File: config.mk
export PLATFORM = sky130hd
export DESIGN_NAME = gmm_ram_mover
export DESIGN_NICKNAME = d
export VERILOG_FILES = /design/src/rtl/gmm_ram_pkg.sv /design/src/rtl/gmm_ram_mover.sv
export SDC_FILE = /design/constraint.sdc
export NUM_CORES = 1
export LEC_CHECK = 0
export ABC_CLOCK_PERIOD_IN_PS = 1900
export CELL_PAD_IN_SITES_DETAIL_PLACEMENT = 1
export CELL_PAD_IN_SITES_GLOBAL_PLACEMENT = 2
export CORE_AREA = 5 5 419 421
export DETAILED_ROUTE_END_ITERATION = 10
export DIE_AREA = 0 0 424 426
export PLACE_DENSITY = 0.6
export SYNTH_ARGS = -nofsm -noshare
export SYNTH_HDL_FRONTEND = slang
export SYNTH_SLANG_ARGS = --single-unit
File: constraint.sdc
create_clock -name clk -period 1.9 [get_ports clk]
set_clock_uncertainty 0.05 [all_clocks]
set_input_delay 0.57 -clock clk [delete_from_list [all_inputs] [get_ports clk]]
set_output_delay 0.57 -clock clk [all_outputs]
set_load 0.02 [all_outputs]
File: src/rtl/gmm_ram_pkg.sv
// Shared definitions for the GMM parameter RAM: default geometry, byteenable
// width derivation and the RAM mover's state and control-flag types.
package gmm_ram_pkg;

    localparam int DEFAULT_DATA_W = 256;
    localparam int DEFAULT_ADDR_W = 6;

    function automatic int be_width(input int data_w);
        return data_w / 8;
    endfunction

    typedef enum logic [2:0] {
        IDLE,
        READ,
        RD_WAIT,
        OUT,
        IN,
        WRITE,
        DONE
    } mover_state_t;

    typedef struct packed {
        logic busy;
        logic done;
        logic out_valid;
        logic in_ready;
        logic chipselect;
        logic write;
    } mover_ctrl_t;

    // Control flags that must be visible while the mover sits in a given state.
    function automatic mover_ctrl_t state_ctrl(input mover_state_t s);
        mover_ctrl_t c;
        c            = '0;
        c.busy       = (s != IDLE);
        c.done       = (s == DONE);
        c.out_valid  = (s == OUT);
        c.in_ready   = (s == IN);
        c.chipselect = (s == READ) || (s == WRITE);
        c.write      = (s == WRITE);
        return c;
    endfunction

endpackage

File: src/rtl/gmm_ram_mover.sv
// Avalon-MM master for port s2 of the GMM parameter RAM: reads a block of words,
// streams each through the update pipeline and writes the result back in place.
module gmm_ram_mover
    import gmm_ram_pkg::*;
#(
    parameter int DATA_W       = DEFAULT_DATA_W,
    parameter int ADDR_W       = DEFAULT_ADDR_W,
    parameter int READ_LATENCY = 1
) (
    input  logic                          clk,
    input  logic                          reset,
    input  logic                          start,
    input  logic [ADDR_W-1:0]             base_addr,
    input  logic [ADDR_W:0]               word_count,
    output logic                          busy,
    output logic                          done,
    output logic [DATA_W-1:0]             out_data,
    output logic                          out_valid,
    input  logic                          out_ready,
    input  logic [DATA_W-1:0]             in_data,
    input  logic                          in_valid,
    output logic                          in_ready,
    output logic [ADDR_W-1:0]             m_address,
    output logic                          m_chipselect,
    output logic                          m_write,
    output logic [DATA_W-1:0]             m_writedata,
    output logic [be_width(DATA_W)-1:0]   m_byteenable,
    output logic                          m_clken,
    input  logic [DATA_W-1:0]             m_readdata
);

    localparam int LAT_W = 2;

    mover_state_t      state;
    mover_state_t      state_next;
    mover_ctrl_t       ctrl;
    logic [ADDR_W-1:0] addr;
    logic [ADDR_W:0]   remaining;
    logic [LAT_W-1:0]  lat_cnt;
    logic              lat_done;
    logic [DATA_W-1:0] out_reg;
    logic [DATA_W-1:0] wr_reg;

    assign lat_done = (lat_cnt == LAT_W'(READ_LATENCY - 1));

    always_comb begin
        state_next = state;
        case (state)
            IDLE:    if (start) state_next = (word_count != '0) ? READ : DONE;
            READ:    state_next = RD_WAIT;
            RD_WAIT: if (lat_done) state_next = OUT;
            OUT:     if (out_ready) state_next = IN;
            IN:      if (in_valid) state_next = WRITE;
            WRITE:   state_next = (remaining == (ADDR_W+1)'(1)) ? DONE : READ;
            DONE:    state_next = IDLE;
            default: state_next = IDLE;
        endcase
    end

    // Control flags are registered from the next state so every output comes
    // straight off a flop; the address wraps naturally at 2^ADDR_W.
    always_ff @(posedge clk) begin
        if (reset) begin
            state     <= IDLE;
            ctrl      <= '0;
            addr      <= '0;
            remaining <= '0;
            lat_cnt   <= '0;
            out_reg   <= '0;
            wr_reg    <= '0;
        end else begin
            state <= state_next;
            ctrl  <= state_ctrl(state_next);
            case (state)
                IDLE: begin
                    if (start && word_count != '0) begin
                        addr      <= base_addr;
                        remaining <= word_count;
                    end
                end
                READ: lat_cnt <= '0;
                RD_WAIT: begin
                    if (lat_done) out_reg <= m_readdata;
                    else          lat_cnt <= lat_cnt + 1'b1;
                end
                IN: if (in_valid) wr_reg <= in_data;
                WRITE: begin
                    remaining <= remaining - 1'b1;
                    addr      <= addr + 1'b1;
                end
                default: ;
            endcase
        end
    end

    assign busy         = ctrl.busy;
    assign done         = ctrl.done;
    assign out_valid    = ctrl.out_valid;
    assign in_ready     = ctrl.in_ready;
    assign m_chipselect = ctrl.chipselect;
    assign m_write      = ctrl.write;
    assign m_address    = addr;
    assign m_writedata  = wr_reg;
    assign out_data     = out_reg;
    assign m_byteenable = '1;
    assign m_clken      = 1'b1;

endmodule

### Word-level counts from Yosys, hierarchy flattened

Index checks and enable logic that the tools add are counted.

| operators by class | value |
|---|---|
| add/sub/neg operators | 3 |
| equality and inequality tests | 13 |
| multiplexer cells | 13 |
| reductions and logical operators | 12 |

Operators with widths:

| cell | count |
|---|---|
| 2-to-1 mux 3 bit | 6 |
| case mux 3 bit (6 select lines) | 1 |
| == test 3 bit (second input constant) | 5 |
| case mux 7 bit (2 select lines) | 1 |
| case mux 6 bit (2 select lines) | 1 |
| == test 3 x 2 -> 1 bit (second input constant) | 3 |
| AND reduction 2 bit | 4 |
| == test 7 x 1 -> 1 bit (second input constant) | 1 |
| 2-to-1 mux 7 bit | 1 |
| nonzero test 7 bit | 1 |
| subtractor 7 x 1 -> 7 bit (second input constant) | 1 |
| adder 6 x 1 -> 6 bit (second input constant) | 1 |
| == test 3 x 1 -> 1 bit (second input constant) | 2 |
| 2-to-1 mux 6 bit | 1 |
| inequality test 2 bit (second input constant) | 2 |
| case mux 2 bit (2 select lines) | 1 |
| nonzero test 2 bit | 2 |
| logical NOT 3 bit | 1 |
| nonzero test 3 bit | 1 |
| adder 2 x 1 -> 2 bit (second input constant) | 1 |
| logical NOT 2 bit | 1 |
| 2-to-1 mux 2 bit | 1 |
| logical AND 1 bit | 1 |
| logical OR 1 bit | 1 |

| storage, ports and cells | value |
|---|---|
| bits in registers | 536 |
| output and inout port bits | 557 |
| word-level logic and storage cells | 53 |

### Logic depth before layout (Yosys ltp)

| depth | value |
|---|---|
| word-level depth | 6 |
| mapped depth | 9 |

### Worst setup path before layout

No wires, ideal clock.

| timing | value |
|---|---|
| path type | input -> register |
| start point | in word_count[3] |
| end point | reg addr[1] (netlist: m_address[1]) |
| setup time | 0.091 ns |
| arrival | 1.709 ns |
| data required time | 1.759 ns |
| slack | 0.050 ns |
| stages on the path | 5 |
| cell sequence | nor4_1 > a21bo_2 > buf_2 > nand2_1 > a311oi_1 |

| between the ends | value |
|---|---|
| word-level cells in the longest chain between the ends | 4 |

Ends and longest elaborated chain:

| what | line | text |
|---|---|---|
| from (decl) | gmm_ram_mover.sv:14 | `input logic [ADDR_W:0] word_count,` |
| nonzero test 7 bit | gmm_ram_mover.sv:76 | `if (start && word_count != '0) begin` |
| logical AND 1 bit | gmm_ram_mover.sv:76 |  |
| inequality test 2 bit (no line) | -- |  |
| AND reduction 2 bit (no line) | -- |  |
| to (signal assigned) | gmm_ram_mover.sv:77 | `addr <= base_addr;` |
| to (signal assigned) | gmm_ram_mover.sv:89 | `addr <= addr + 1'b1;` |
| to (decl) | gmm_ram_mover.sv:37 | `logic [ADDR_W-1:0] addr;` |

Every way passes these cells.
A chain may end at the register's enable or synchronous reset.

### Worst setup path in the final report

| timing | value |
|---|---|
| start point | reg out_reg[4] (netlist: out_data[4]) |
| end point | out out_data[4] |

RTL lines:

| what | line | text |
|---|---|---|
| from (decl) | gmm_ram_mover.sv:41 | `logic [DATA_W-1:0] out_reg;` |
| from (signal assigned) | gmm_ram_mover.sv:83 | `if (lat_done) out_reg <= m_readdata;` |
| to (decl) | gmm_ram_mover.sv:17 | `output logic [DATA_W-1:0] out_data,` |

No word-level cell between the ends.

==> flow_summary.ini <==
[global_routing]
antenna_found_initial = 74
grt_first_pass_wirelength_um = 174400
grt_pass1_vias = 21580
grt_usage_pct = 13.67
grt_overflow = 0
grt_start_max_net_pins = 77

[power]
vdd_drop_max_v = 0.0006390
leakagePower_nw = 13.16
p_per_area_nw_per_um2 = 896.0

[routing]
avgRoutedWirePerCell_um = 22.46
routed_wl_um = 130200
drcViolationCount = 0
wl_met2_um = 65680
routed.top_layer = met5
drtIter0Drc = 764
wl_met3_um = 12940
viasPerCell = 3.580
drtAntennaViolNets = 0
num_vias = 20760
dr.pass1.iters = 5
wl_met1_um = 46700

[yosys]
postSynth.asyncResetShare_pct = 0
syn_area_um2 = 19050
ys_seq_area_share_pct = 56.34
postSynthAreaPerCell_um2 = 7.916
ys_ff_latch = 536
yosysWarnings = 0
synthDistinctLibCells = 49
synth.largest_area_cell = dfxtp_1
synthTopCellsByCount = 1029 x nand2_1, 536 x dfxtp_1, 528 x a21oi_1, 91 x clkbuf_1, 60 x buf_2
yosys.area.top_type_share_pct = 56.34
synth_area_leaders = dfxtp_1 56%, nand2_1 20%, a21oi_1 14%
synth-edff-count = 0
synthFlopType = dfxtp_1
syn_inst = 2406
yosysMostFrequentCell = nand2_1

[finish]
drive_above_1_share_pct = 25.41
fillers = 20150
area_growth_pct = 81.61
nets = 4021

[floorplanning]
die_width_um = 424
core_um2 = 171000
initial_core_util_pct = 11.14
rows = 152
ios = 1087
die_y_um = 426
dieArea_um2 = 180600

[critical_path]
critPathTopFamily = flip-flops
slowest_stage = dfxtp_4
max_stage_delay_ps = 400
cp.arrival_ps = 1220
cp_cell_sequence = buf_6
path_buf_inv = 1
worstPathRequired_ps = 1280
startpoint_type = register
crit_path_max_fanout = 2
crit_type = register to output port
cp-end-kind = output port

[place]
gp_congestion = 0.8388
io_buffers = 1053
dp_hpwl_um = 105100

[timing]
max_freq_ghz = 0.5449
slew_violations = 0
setup_viol = 0
whs_ps = 324.6
finalCriticalPeriod_ps = 1835
fin_crit_sh_pct = 96.58
hold_viol = 0
timing.setup.tns_ps = 0

[clock_network]
clock_path_buffers = 3
clk_latency_ps = 660
cts_tree = built
clockRootBuffer = clkbuf_16
holdBufCountCts = 0
clkTransAtPathRegs_ps = 60
cts.sinks = 536
htreeDepth = 3
cts_buffers = 73

[run]
maxCapViolations = 0

[status]
run_status = complete, no violations

[hold_path]
hold_class = primary input to register
[final timing paths]
check                 from             to  slack, ps  cells after the start
max reg2reg     lat_cnt[0]  out_data[211]         90                      9
min                  reset   out_data[54]        320                      3
max            out_data[4]    out_data[4]         60                      1
min reg2reg  out_data[238]  out_data[238]        400                      2
[state kept, by name, summed over array words and instances (netlist names)]
register / count
m_writedata: 256
out_data: 256
remaining: 7
m_address: 6
state: 3
lat_cnt: 2
busy: 1
done: 1
in_ready: 1
m_chipselect: 1
m_write: 1
out_valid: 1
[kinds of logic (layout without fill, tap and decap cells)]
logic type               count (synthesis)  count (layout)  share of synthesized area (%)
AO/OA/AOI/OAI                          551             551                          14.94
adder cells (fa/ha/maj)                  4               4                         0.2628
buffers and inverters                  218            1322                          5.853
flip-flops                             536             536                          56.34
multiplexers                             1               1                        0.05255
other                                    1              56                        0.01969
AND/OR/NAND/NOR                       1095            1095                          22.54
[through the flow]
step / cell area [um^2] / utilization (%) / cells / setup slack, ps / total power [W]
floorplan: 19170 / - / 2438 / 50.46 / 0.01408
global placement: 33270 / 19.46 / 5639 / -557.6 / 0.01731
detailed placement: 33270 / 19.46 / 5639 / -595.5 / 0.01734
CTS: 34360 / 20.10 / 5769 / -31.44 / 0.03172
global route: 34570 / 20.22 / 5791 / -28.40 / 0.03244
finish: 34590 / 20.23 / 5798 / 64.94 / 0.03099
[power breakdown]
| part | switching [W] | total [W] | internal (W) | leakage [nW] |
|---|---|---|---|---|
| Clock | 0.00581 | 0.0141 | 0.00833 | 1.18 |
| Sequential | 0.000322 | 0.0120 | 0.0117 | 4.40 |
| Combinational | 0.00251 | 0.00483 | 0.00232 | 7.58 |
[cells in the final DEF (no fill, tap or decap), types with 3 or more instances in the layout]
cell type / count
nand2_1: 1029
clkdlybuf4s50_1: 528
a21oi_1: 526
dfxtp_1: 429
buf_2: 269
buf_4: 224
buf_12: 84
dfxtp_2: 79
clkbuf_16: 78
buf_6: 75
conb_1: 33
dfxtp_4: 28
diode_2: 23
clkbuf_1: 20
clkbuf_8: 16
nor2_1: 15
nand3_1: 10
clkinv_2: 6
nand2b_1: 5
nor3_1: 5
inv_1: 4
inv_6: 4
nor3_2: 3
o21ai_0: 3
a211oi_1: 3
and3_1: 3
nor4b_2: 3
ha_1: 3
bufinv_16: 3
[timing repair]
action                                  4_1_cts  5_1_grt
buffers inserted                              0        3
endpoints found under the setup margin      520      170
gates resized for setup                    2337       18
pin swaps                                     0        1
gates cloned                                  0        3
[layout make-up]
| class | count | area, um^2 | area share (%) |
|---|---|---|---|
| Multi-Input combinational cell | 1684 | 7380 | 21.33 |
| Inverter | 4 | 15.01 | 0.04341 |
| Timing Repair Buffer | 1188 | 11010 | 31.82 |
| Clock inverter | 19 | 231.5 | 0.6692 |
| Sequential cell | 536 | 10930 | 31.61 |
| Clock buffer | 111 | 2172 | 6.279 |
| Tap cell | 2233 | 2794 | 8.077 |
| Antenna cell | 23 | 57.56 | 0.1664 |
[routing by layer]
layer,up-vias,GRT usage (%)
met1,9843,13.96
li1,9919,-
met5,-,0
met3,241,6.403
met4,22,5.835
met2,731,23.95
Note: power is estimated with default switching activity, not from simulation.
